### config.mk
export PLATFORM = sky130hd
export DESIGN_NAME = forward_hazard_unit
export DESIGN_NICKNAME = d
export VERILOG_FILES = /design/src/rtl/forward_hazard_unit.sv
export SDC_FILE = /design/constraint.sdc
export NUM_CORES = 1
export LEC_CHECK = 0
export CORE_AREA = 2 2 124 126
export CTS_CLUSTER_DIAMETER = 150
export DETAILED_ROUTE_END_ITERATION = 6
export DIE_AREA = 0 0 126 128
export DONT_BUFFER_PORTS = 1
export PLACE_DENSITY = 0.53
export SYNTH_ARGS = -nofsm -noshare
export SYNTH_HDL_FRONTEND = slang
export SYNTH_SLANG_ARGS = --single-unit
### constraint.sdc
create_clock -name clk -period 7 [get_ports clk]
set_clock_uncertainty 0.15 [all_clocks]
set_input_delay 1.4 -clock clk [delete_from_list [all_inputs] [get_ports clk]]
set_output_delay 1.4 -clock clk [all_outputs]
set_load 0.05 [all_outputs]
### src/rtl/forward_hazard_unit.sv
// EX-stage operand forwarding, load-use/multi-cycle hazard control and mul/div scoreboard.
// Optional HAZARD_PERF_EN adds free-running stall/flush event counters.
module forward_hazard_unit #(
    parameter int XLEN     = 32,
    parameter int NREG     = 32,
    parameter int MC_DEPTH = 2,
    localparam int AW      = $clog2(NREG),
    localparam int CW      = $clog2(MC_DEPTH + 1)
) (
    input  logic            clk,
    input  logic            reset,
    input  logic [AW-1:0]   rs1_d,
    input  logic [AW-1:0]   rs2_d,
    input  logic [AW-1:0]   rd_d,
    input  logic            mc_op_d,
    input  logic [AW-1:0]   rs1_e,
    input  logic [AW-1:0]   rs2_e,
    input  logic [AW-1:0]   rd_e,
    input  logic            memread_e,
    input  logic            mc_issue_e,
    input  logic            pcsrc_e,
    input  logic [XLEN-1:0] rd1_e,
    input  logic [XLEN-1:0] rd2_e,
    input  logic [XLEN-1:0] immext_e,
    input  logic            alusrc_e,
    input  logic [AW-1:0]   rd_m,
    input  logic            regwrite_m,
    input  logic [XLEN-1:0] aluresult_m,
    input  logic [AW-1:0]   rd_w,
    input  logic            regwrite_w,
    input  logic [XLEN-1:0] result_w,
    input  logic            mc_wb,
    input  logic [AW-1:0]   rd_mc,
    output logic [XLEN-1:0] srca_e,
    output logic [XLEN-1:0] srcb_e,
    output logic [XLEN-1:0] writedata_e,
    output logic [1:0]      forwarda_e,
    output logic [1:0]      forwardb_e,
    output logic            stall_f,
    output logic            stall_d,
    output logic            flush_d,
    output logic            flush_e,
    output logic            sb_err
`ifdef HAZARD_PERF_EN
    ,
    output logic [31:0]     perf_lw_cnt,
    output logic [31:0]     perf_sb_cnt,
    output logic [31:0]     perf_flush_cnt
`endif
);

    logic [NREG-1:0] busy_q, busy_d;
    logic [CW-1:0]   cnt_q, cnt_d;
    logic            sb_err_q, sb_err_d;
    logic            lw_haz, raw_haz, waw_haz, full_haz, stall;

    function automatic logic [1:0] fwd_sel(input logic [AW-1:0] rs,
                                           input logic [AW-1:0] rdm,
                                           input logic          wm,
                                           input logic [AW-1:0] rdw,
                                           input logic          ww);
        if (wm && rdm != '0 && rdm == rs)
            return 2'b10;
        else if (ww && rdw != '0 && rdw == rs)
            return 2'b01;
        else
            return 2'b00;
    endfunction

    function automatic logic [XLEN-1:0] fwd_mux(input logic [1:0]      sel,
                                                input logic [XLEN-1:0] rf,
                                                input logic [XLEN-1:0] m,
                                                input logic [XLEN-1:0] w);
        case (sel)
            2'b00:   return rf;
            2'b10:   return m;
            2'b01:   return w;
            default: return '0;
        endcase
    endfunction

    assign forwarda_e  = fwd_sel(rs1_e, rd_m, regwrite_m, rd_w, regwrite_w);
    assign forwardb_e  = fwd_sel(rs2_e, rd_m, regwrite_m, rd_w, regwrite_w);
    assign srca_e      = fwd_mux(forwarda_e, rd1_e, aluresult_m, result_w);
    assign writedata_e = fwd_mux(forwardb_e, rd2_e, aluresult_m, result_w);
    assign srcb_e      = alusrc_e ? immext_e : writedata_e;

    // An op issuing this cycle counts as pending for the instruction behind it.
    function automatic logic src_pending(input logic [AW-1:0] rs);
        return (rs != '0) && (busy_q[rs] || (mc_issue_e && rs == rd_e));
    endfunction

    assign lw_haz   = memread_e && rd_e != '0 && (rd_e == rs1_d || rd_e == rs2_d);
    assign raw_haz  = src_pending(rs1_d) || src_pending(rs2_d);
    assign waw_haz  = mc_op_d && src_pending(rd_d);
    assign full_haz = mc_op_d && ((int'(cnt_q) + int'(mc_issue_e)) >= MC_DEPTH);
    assign stall    = lw_haz || raw_haz || waw_haz || full_haz;

    assign stall_f = stall && !pcsrc_e;
    assign stall_d = stall && !pcsrc_e;
    assign flush_e = stall || pcsrc_e;
    assign flush_d = pcsrc_e;
    assign sb_err  = sb_err_q;

    always_comb begin
        busy_d   = busy_q;
        cnt_d    = cnt_q;
        sb_err_d = sb_err_q;
        if (mc_wb)
            busy_d[rd_mc] = 1'b0;
        if (mc_issue_e && rd_e != '0)
            busy_d[rd_e] = 1'b1;
        busy_d[0] = 1'b0;
        if (mc_wb && cnt_q == '0)
            sb_err_d = 1'b1;
        if (mc_issue_e && !mc_wb)
            cnt_d = cnt_q + CW'(1);
        else if (!mc_issue_e && mc_wb && cnt_q != '0)
            cnt_d = cnt_q - CW'(1);
    end

    always_ff @(posedge clk or posedge reset) begin
        if (reset) begin
            busy_q   <= '0;
            cnt_q    <= '0;
            sb_err_q <= 1'b0;
        end else begin
            busy_q   <= busy_d;
            cnt_q    <= cnt_d;
            sb_err_q <= sb_err_d;
        end
    end

`ifdef HAZARD_PERF_EN
    logic [31:0] perf_lw_q, perf_sb_q, perf_fl_q;

    always_ff @(posedge clk or posedge reset) begin
        if (reset) begin
            perf_lw_q <= '0;
            perf_sb_q <= '0;
            perf_fl_q <= '0;
        end else begin
            if (lw_haz && !pcsrc_e)
                perf_lw_q <= perf_lw_q + 32'd1;
            if ((raw_haz || waw_haz || full_haz) && !lw_haz && !pcsrc_e)
                perf_sb_q <= perf_sb_q + 32'd1;
            if (pcsrc_e)
                perf_fl_q <= perf_fl_q + 32'd1;
        end
    end

    assign perf_lw_cnt    = perf_lw_q;
    assign perf_sb_cnt    = perf_sb_q;
    assign perf_flush_cnt = perf_fl_q;
`endif

endmodule

==> summary.md, run 1 <==
| Metric | Value |
|---|---|
| Outcome | completed |
| Hold_sp | cnt_q[0] |
| Number of max-cap violations | 0 |
| CTS tree | built |
| Final net count | 767 |
| Post-cts resize count | 0 |
| Distinct cells, synth | 50 |
| Syn_area_per_cell | 8.33 µm² |
| CP required | 5450 ps |
| Largest stage delay on the critical path | 830 ps |
| Dpl hpwl | 20900 µm |
| First DRT Iteration DRCs | 496 |
| Synth warn | 0 |
| Post-DRT Antenna Nets | 0 |
| Post-synth EDFFs | 0 |
| Initial Util | 30.6% |
| First-pass DRT Iterations | 5 |
| Postcts setup bufs | 0 |
| Ys flop type | dfrtp_1 |
| Vias post-DR | 4643 |
| Largest net degree at the start of global routing | 67 |
| CTS sink cnt | 34 |
| Setup WS post-layout | 1410 ps |
| Fillcell total | 1565 |
| PD cells | 200 mW/mm² |
| Die Span Y | 128 µm |
| Worst VDD drop | 0.149 mV |
| CP Launch Type | input pin |
| Post-Syn Nets | 762 |
| Mapped Cells | 547 |
| Pre-CTS setup slack | 1390 ps |
| Die area | 0.0161 mm² |
| Reg area | 851 µm² |
| Final wirelength | 24600 µm |
| Slew @ Worst Pin | 1270 ps |
| Crit path capture type | output port |
| Pleak | 0.00168 µW |
| Clock Path Buffers | 2 |
| Crit-path cells | xnor2_1 > nand3_1 > nor4_4 > buf_4 > mux2i_1 > o21ai_1 > mux2_2 |
| Final hold violation count | 0 |
| Post-route DRC | 0 |
| Clk slew on worst S/H paths | 50 ps |
| Type of the most critical hold path | flip-flop to flip-flop |
| H-Tree Depth | 2 |
| Final Critical Period | 5590 ps |
| Mapped Area | 0.00455 mm² |
| Final period util | 79.9% |
| Slew headroom | 14.8% |
| Fin Setup TNS | 0 ps |
| Critical path type | input pin to output port |
| Clock Tree Root | clkbuf_16 |
| Reg2reg end | sb_err |
| Proportion of layout cells with a drive suffix above 1 | 19.2% |
| Critical register-to-register path startpoint | sb_err |
| Seq/Total Area, Yosys | 18.7% |
| Clk_lat worst skew | 270 ps |
| CTS Buf Count | 5 |
| Async SR Flop Fraction | 100% |
| Port Buf Inserts | 0 |
| WHS Path Cells | 1 |
| Yosys reg bits | 34 |
| Core area | 0.0149 mm² |
| FF-to-FF setup slack | 5800 ps |
| I/O pin count | 320 |
| Crit path max fanout | 8 |
| Slowest CP cell | o21ai_1 |
| P&R area growth vs syn | 12.4% |
| FP Rows | 45 |
| RSZ-0062 raised after global routing | no |
| Footprint of the multi-input gates | 0.00351 mm² |
| Slew Viols, Final | 0 |
| Final design utilization | 34.4% |
| Initial antenna violation count | 10 |
| Total GRT Usage | 28.8% |
| Number of global-route vias before repair | 4326 |
| CP arrival | 4040 ps |
| R2r worst-path depth | 1 |
| Worst Hold End | cnt_q[0] |
| Finish-stage setup viols | 0 |
| Max Clk Rate | 0.179 GHz |
| Horiz. Die Dim | 126 µm |
| Post-CTS Hold Fix Bufs | 0 |
| Gr ovfl total | 0 |
| WL/cell | 32.9 µm |
| Via-per-instance ratio | 6.21 |
| First-pass GRT wire length | 33200 µm |
| Pwr Total | 1030 µW |
| GP Congestion | 1.06 |
==> cell usage after synthesis, types with 10 or more instances <==
master | instances | share of area [%]
buf_2 | 13 | 1.4
clkbuf_1 | 22 | 1.8
dfrtp_1 | 34 | 19
mux2_2 | 33 | 8.2
mux2i_1 | 84 | 18
mux4_2 | 10 | 4.9
nand2_1 | 78 | 6.4
nand3_1 | 13 | 1.4
nand3b_1 | 12 | 2.0
o21ai_0 | 118 | 13
o21ai_1 | 12 | 1.3
xnor2_1 | 21 | 4.0
xor2_1 | 14 | 2.7
==> layer usage <==
| metal | track usage, % | part of all wire (%) | up-vias | routed length, µm |
|---|---|---|---|---|
| met5 | 0 | 0.15 | - | 37 |
| li1 | - | - | 2046 | - |
| met4 | 3.81 | 1.1 | 6 | 261 |
| met1 | 39.4 | 43 | 2264 | 10500 |
| met3 | 16.6 | 16 | 24 | 3830 |
| met2 | 40.1 | 41 | 303 | 9990 |
==> layout make-up <==
type	instances	area share, %
diodes	7	0.342
clock buffers	5	2.44
clock inverters	3	0.880
inverters	4	0.293
multi-input cells	467	68.6
flip-flops and latches	34	16.6
well taps	188	4.60
repair buffers	40	6.18
==> report_power, final <==
group | total, µW | switching [µW] | internal, µW | leakage [µW]
sequential | 299 | 54.7 | 244 | 0.000413
combinational | 470 | 311 | 159 | 0.00119
clock | 256 | 88.2 | 168 | 0.0000761
==> how the worst max path moves through the flow <==
stage,start,end,cells after the start
after global routing,rd_w[1],srcb_e[6],7
after floorplan,rd_m[0],srcb_e[3],7
after CTS,rd_w[3],srcb_e[6],7
final,rd_w[3],srcb_e[6],7
after global placement,rd_w[3],srcb_e[6],7
after detailed placement,rd_w[3],srcb_e[6],7
==> state kept, by name, indices dropped and copies added, names as in the netlist <==
register / cells
busy_q: 31
sb_err: 1
cnt_q: 2
==> per-stage QoR <==
stage	area (µm²)	hold WS, ps	cells
floorplan	4550	346	547
global placement	4930	384	733
detailed placement	4930	402	733
CTS	5100	411	741
global route	5100	449	742
finish	5120	416	748
==> placed cells by master (no fill, tap or decap), drive strengths merged, types with 2 or more instances in the layout <==
| cell type | count |
|---|---|
| nor2 | 7 |
| dfrtp | 34 |
| nor3 | 4 |
| mux2i | 84 |
| inv | 3 |
| or3b | 6 |
| or3 | 2 |
| a31oi | 3 |
| buf | 40 |
| nand4b | 2 |
| diode | 7 |
| xnor2 | 21 |
| a21oi | 2 |
| mux2 | 34 |
| a2111oi | 2 |
| nand3b | 12 |
| o32ai | 2 |
| a22oi | 2 |
| nor4b | 2 |
| nor2b | 6 |
| or4 | 3 |
| nand2 | 78 |
| clkbuf | 5 |
| xor2 | 14 |
| clkinvlp | 2 |
| nor4 | 7 |
| nand3 | 13 |
| mux4 | 16 |
| a211oi | 2 |
| or2 | 2 |
| o21ai | 131 |
==> kinds of logic (layout without fill, tap and decap cells) <==
kind of cell | after synthesis | after routing | share of synthesized area [%]
AOI/OAI and AO/OA | 149 | 149 | 17.6
other | 0 | 7 | 0
and+or+nand+nor | 149 | 149 | 17.0
buffers and inverters | 46 | 52 | 4.73
muxes | 134 | 134 | 35.3
DFF | 34 | 34 | 18.7
xor gates and xnor gates | 35 | 35 | 6.73
==> worst max-delay path, delay by kind of cell <==
family	cells	cell delay, ps
xor+xnor	1	140
compound gates	1	830
simple gates	2	750
mux	2	600
buf+inv	1	320
No activity file was read; power rests on OpenSTA's default activity.
==> run 2: changes to the inputs <==
==> constraint.sdc (replaced) <==
create_clock -name clk -period 5.6 [get_ports clk]
set_clock_uncertainty 0.15 [all_clocks]
set_input_delay 1.12 -clock clk [delete_from_list [all_inputs] [get_ports clk]]
set_output_delay 1.12 -clock clk [all_outputs]
set_load 0.05 [all_outputs]
==> summary.md, run 2 (same netlist as run 1, synthesis figures left out) <==
| Metric | Value |
|---|---|
| CP required | 4330 ps |
| Final wirelength | 25400 µm |
| Clk_lat worst skew | 280 ps |
| Final hold violation count | 0 |
| Most frequent cells in the layout | mux2i_1, nand2_1, buf_4, o21ai_0, o21ai_1 |
| RSZ-0062 raised after global routing | no |
| WL/cell | 32.5 µm |
| Final period util | 84.7% |
| Post-route DRC | 0 |
| Final net count | 801 |
| Port Buf Inserts | 0 |
| Core area | 0.0149 mm² |
| GP Congestion | 0.986 |
| CP Launch Type | input pin |
| CTS tree | built |
| Vias post-DR | 4830 |
| Max Clk Rate | 0.211 GHz |
| Horiz. Die Dim | 126 µm |
| Critical path type | input pin to output port |
| Initial antenna violation count | 11 |
| Met2 Use GR | 42.8% |
| Dpl hpwl | 21300 µm |
| Gr ovfl total | 0 |
| Finish-stage setup viols | 0 |
| Slowest CP cell | or4_1 |
| Slew headroom | 20.7% |
| First DRT Iteration DRCs | 490 |
| Crit path max fanout | 66 |
| Layer with the highest usage | met2 |
| P&R area growth vs syn | 19.0% |
| Clk slew on worst S/H paths | 60 ps |
| Slew @ Worst Pin | 1190 ps |
| Post-cts resize count | 0 |
| Via-per-instance ratio | 6.18 |
| Pleak | 0.00187 µW |
| Fin Setup TNS | 0 ps |
| Type of the most critical hold path | flip-flop to flip-flop |
| First-pass DRT Iterations | 5 |
| CTS sink cnt | 34 |
| First-pass GRT wire length | 34800 µm |
| Worst VDD drop | 0.145 mV |
| Met3 Track Usage GR | 19.8% |
| Die area | 0.0161 mm² |
| H-Tree Depth | 2 |
| Slew Viols, Final | 0 |
| Number of global-route vias before repair | 4609 |
| Total GRT Usage | 29.9% |
| Crit-path cells | or4_1 > o21ai_0 > nor4_2 > buf_4 > o21ai_1 > buf_4 > mux2_2 |
| Buffers and inverters on the worst path | 2 |
| FP Rows | 45 |
| Proportion of layout cells with a drive suffix above 1 | 23.9% |
| CP arrival | 3470 ps |
| I/O pin count | 320 |
| Largest stage delay on the critical path | 510 ps |
| Number of max-cap violations | 0 |
| Post-DRT Antenna Nets | 0 |
| PD cells | 253 mW/mm² |
| Pre-CTS setup slack | 922 ps |
| CTS Buf Count | 5 |
| Die Span Y | 128 µm |
| Clock Path Buffers | 2 |
| Met1 Use GR | 39.5% |
| CP delay by family, top | compound AO/OA/AOI/OAI gates |
| Post-CTS Hold Fix Bufs | 0 |
| Initial Util | 30.6% |
| Crit-path most repeated cell | buf_4 |
| Outcome | completed |
| Setup WS post-layout | 859 ps |
| Largest net degree at the start of global routing | 67 |
| Register name with the most flops | busy_q |
| Postcts setup bufs | 0 |
| Max FFs per register | 31 |
| Crit path capture type | output port |
| Final Critical Period | 4740 ps |
| Commonest non-fill, non-tap cell in the layout | mux2i_1 |
| Clock Tree Root | clkbuf_16 |
[run 2: area by class of cell]
| cell class | count | area [µm²] |
|---|---|---|
| inverters | 4 | 15.0 |
| multi-input cells | 467 | 3510 |
| flip-flops and latches | 34 | 851 |
| fillers | 1546 | 9440 |
| clock inverters | 3 | 68.8 |
| well taps | 188 | 235 |
| clock buffers | 5 | 125 |
| diodes | 6 | 15.0 |
| repair buffers | 74 | 597 |
[run 2: routing by layer]
metal  share of wire [%]  up-vias
li1                    -     2104
met1                  40     2323
met2                  41      370
met3                  18       27
met4                0.74        6
met5                0.15        -
[run 2: worst paths after layout]
path,from,to,slack (ps),cells after the start
min in group asynchronous,reset,busy_q[17],680,2
worst max-delay path,rd_m[0],srcb_e[7],860,7
worst min-delay path,busy_q[14],busy_q[14],420,2
worst min register to register,busy_q[14],busy_q[14],420,2
max in group asynchronous,reset,busy_q[15],4310,2
worst max register to register,sb_err,sb_err,4370,1
[run 2: through the flow]
step	hold slack [ps]	power, µW	instances	utilization, %	instance area (µm²)
after floorplan	346	846	547	-	4550
after global placement	391	987	767	35.1	5210
after detailed placement	398	1000	767	35.1	5210
after CTS	411	1370	775	36.4	5410
after global routing	445	1430	775	36.4	5410
final	419	1370	781	36.5	5420
[run 2: worst min-delay path: cells and delay by family (launching register included)]
| family | cells | cell delay (ps) |
|---|---|---|
| compound gates | 2 | 160 |
| flops | 1 | 370 |
[run 2: report_power, final]
group	total, µW	switching (µW)	leakage (µW)	internal, µW
Sequential	374	69.1	0.000413	305
Combinational	628	403	0.00136	225
Clock	370	114	0.0000940	256
Total	1370	586	0.00187	786
==> run 3: changes to the inputs <==
--- a/config.mk
+++ b/config.mk
@@ -10,7 +10,7 @@
 export DETAILED_ROUTE_END_ITERATION = 6
 export DIE_AREA = 0 0 126 128
 export DONT_BUFFER_PORTS = 1
-export PLACE_DENSITY = 0.53
+export PLACE_DENSITY = 0.54
 export SYNTH_ARGS = -nofsm -noshare
 export SYNTH_HDL_FRONTEND = slang
 export SYNTH_SLANG_ARGS = --single-unit
==> constraint.sdc (replaced) <==
create_clock -name clk -period 4.3 [get_ports clk]
set_clock_uncertainty 0.15 [all_clocks]
set_input_delay 0.86 -clock clk [delete_from_list [all_inputs] [get_ports clk]]
set_output_delay 0.86 -clock clk [all_outputs]
set_load 0.05 [all_outputs]
==> summary.md, run 3 (same netlist as run 1, synthesis figures left out) <==
| Metric | Value |
|---|---|
| H-Tree Depth | 2 |
| CTS Buf Count | 5 |
| Post-route DRC | 0 |
| CP arrival | 3110 ps |
| WL/cell | 30.0 µm |
| Register name with the most flops | busy_q |
| Number of max-cap violations | 0 |
| CP required | 3290 ps |
| Crit path capture type | output port |
| Commonest non-fill, non-tap cell in the layout | mux2i_1 |
| Initial Util | 30.6% |
| Pwr Total | 1770 µW |
| Critical path type | input pin to output port |
| Clk_lat worst skew | 280 ps |
| Crit-path cells | or4_1 > o21ai_0 > nor4_2 > buf_4 > o21ai_1 > mux2_2 > buf_12 |
| Max Clk Rate | 0.243 GHz |
| Clk slew on worst S/H paths | 60 ps |
| Final std cells w/o fill | 815 |
| Placed cell count | 804 |
| CP delay by family, top | compound AO/OA/AOI/OAI gates |
| Initial antenna violation count | 8 |
| Number of global-route vias before repair | 4792 |
| First DRT Iteration DRCs | 446 |
| Most frequent cells in the layout | mux2i_1, buf_4, nand2_1, o21ai_0, o21ai_1 |
| CTS tree | built |
| Slowest CP cell | or4_1 |
| Dpl hpwl | 20600 µm |
| Post-DRT Antenna Nets | 0 |
| Fin Setup TNS | 0 ps |
| Post-CTS Hold Fix Bufs | 0 |
| Buffers and inverters on the worst path | 2 |
| Die Span Y | 128 µm |
| Final wirelength | 24400 µm |
| CTS sink cnt | 34 |
| Vias post-DR | 5020 |
| Gr ovfl total | 0 |
| CP Launch Type | input pin |
| Crit path max fanout | 16 |
| Core area | 0.0149 mm² |
| Final net count | 838 |
| Port Buf Inserts | 0 |
| RSZ-0062 raised after global routing | no |
| Die area | 0.0161 mm² |
| GP Congestion | 1.18 |
| Pleak | 0.00216 µW |
| Via-per-instance ratio | 6.16 |
| Horiz. Die Dim | 126 µm |
| First-pass DRT Iterations | 5 |
| Type of the most critical hold path | flip-flop to flip-flop |
| Largest stage delay on the critical path | 530 ps |
| Finish-stage setup viols | 0 |
| Max FFs per register | 31 |
| First-pass GRT wire length | 34300 µm |
| I/O pin count | 320 |
| Slew @ Worst Pin | 963 ps |
| FP Rows | 45 |
| Worst VDD drop | 0.261 mV |
| Slew Viols, Final | 0 |
| Final Critical Period | 4120 ps |
| Total GRT Usage | 29.0% |
| PD cells | 295 mW/mm² |
| Largest net degree at the start of global routing | 51 |
| Clock Path Buffers | 2 |
| Final hold violation count | 0 |
| Proportion of layout cells with a drive suffix above 1 | 28.2% |
| P&R area growth vs syn | 31.7% |
| Slew headroom | 35.3% |
| Outcome | completed |
| Clock Tree Root | clkbuf_16 |
| Final design utilization | 40.4% |
| Postcts setup bufs | 0 |
| Final period util | 95.8% |
==> run 3: per-layer routing <==
layer | routed length (µm) | track usage [%] | vias up
met2 | 11000 | 45.5 | 332
li1 | - | - | 2183
met3 | 3300 | 14.1 | 38
met1 | 9500 | 36.4 | 2459
met4 | 454 | 4.91 | 8
met5 | 141 | 4.64 | -
==> run 3: layout make-up <==
cell class	count	area, µm²
Clock buffer	7	143
Fill cell	1498	8860
Sequential cell	34	851
Tap cell	188	235
Inverter	4	15.0
Clock inverter	1	5.00
Multi-Input combinational cell	467	3520
Timing Repair Buffer	111	1220
Antenna cell	3	7.51
==> run 3: power breakdown <==
group / switching [µW] / internal (µW)
Clock: 136 / 230
Sequential: 85.8 / 398
Combinational: 531 / 390
Total: 753 / 1020
==> run 3: final timing paths <==
path | startpoint | end | slack (ps) | cells past startpoint
max in group asynchronous | reset | busy_q[12] | 3250 | 2
hold reg to reg | cnt_q[0] | cnt_q[0] | 410 | 1
setup reg to reg | sb_err | sb_err | 3110 | 1
hold / removal | cnt_q[0] | cnt_q[0] | 410 | 1
min in group asynchronous | reset | busy_q[17] | 420 | 2
setup / recovery | rd_m[0] | srcb_e[2] | 180 | 7
==> run 3: stage by stage <==
step | hold WS, ps | setup WS [ps] | cell area [µm²]
global placement | 385 | -86.2 | 5840
CTS | 410 | 121 | 5990
floorplan | 346 | -222 | 4560
global route | 453 | 32.4 | 6000
detailed placement | 400 | -61.7 | 5840
finish | 408 | 181 | 6000
==> run 3: repair_timing <==
action / in CTS / in global routing
setup endpoints to repair: 2 / 12
gates resized for setup: 1 / 0
pin swaps: 0 / 1
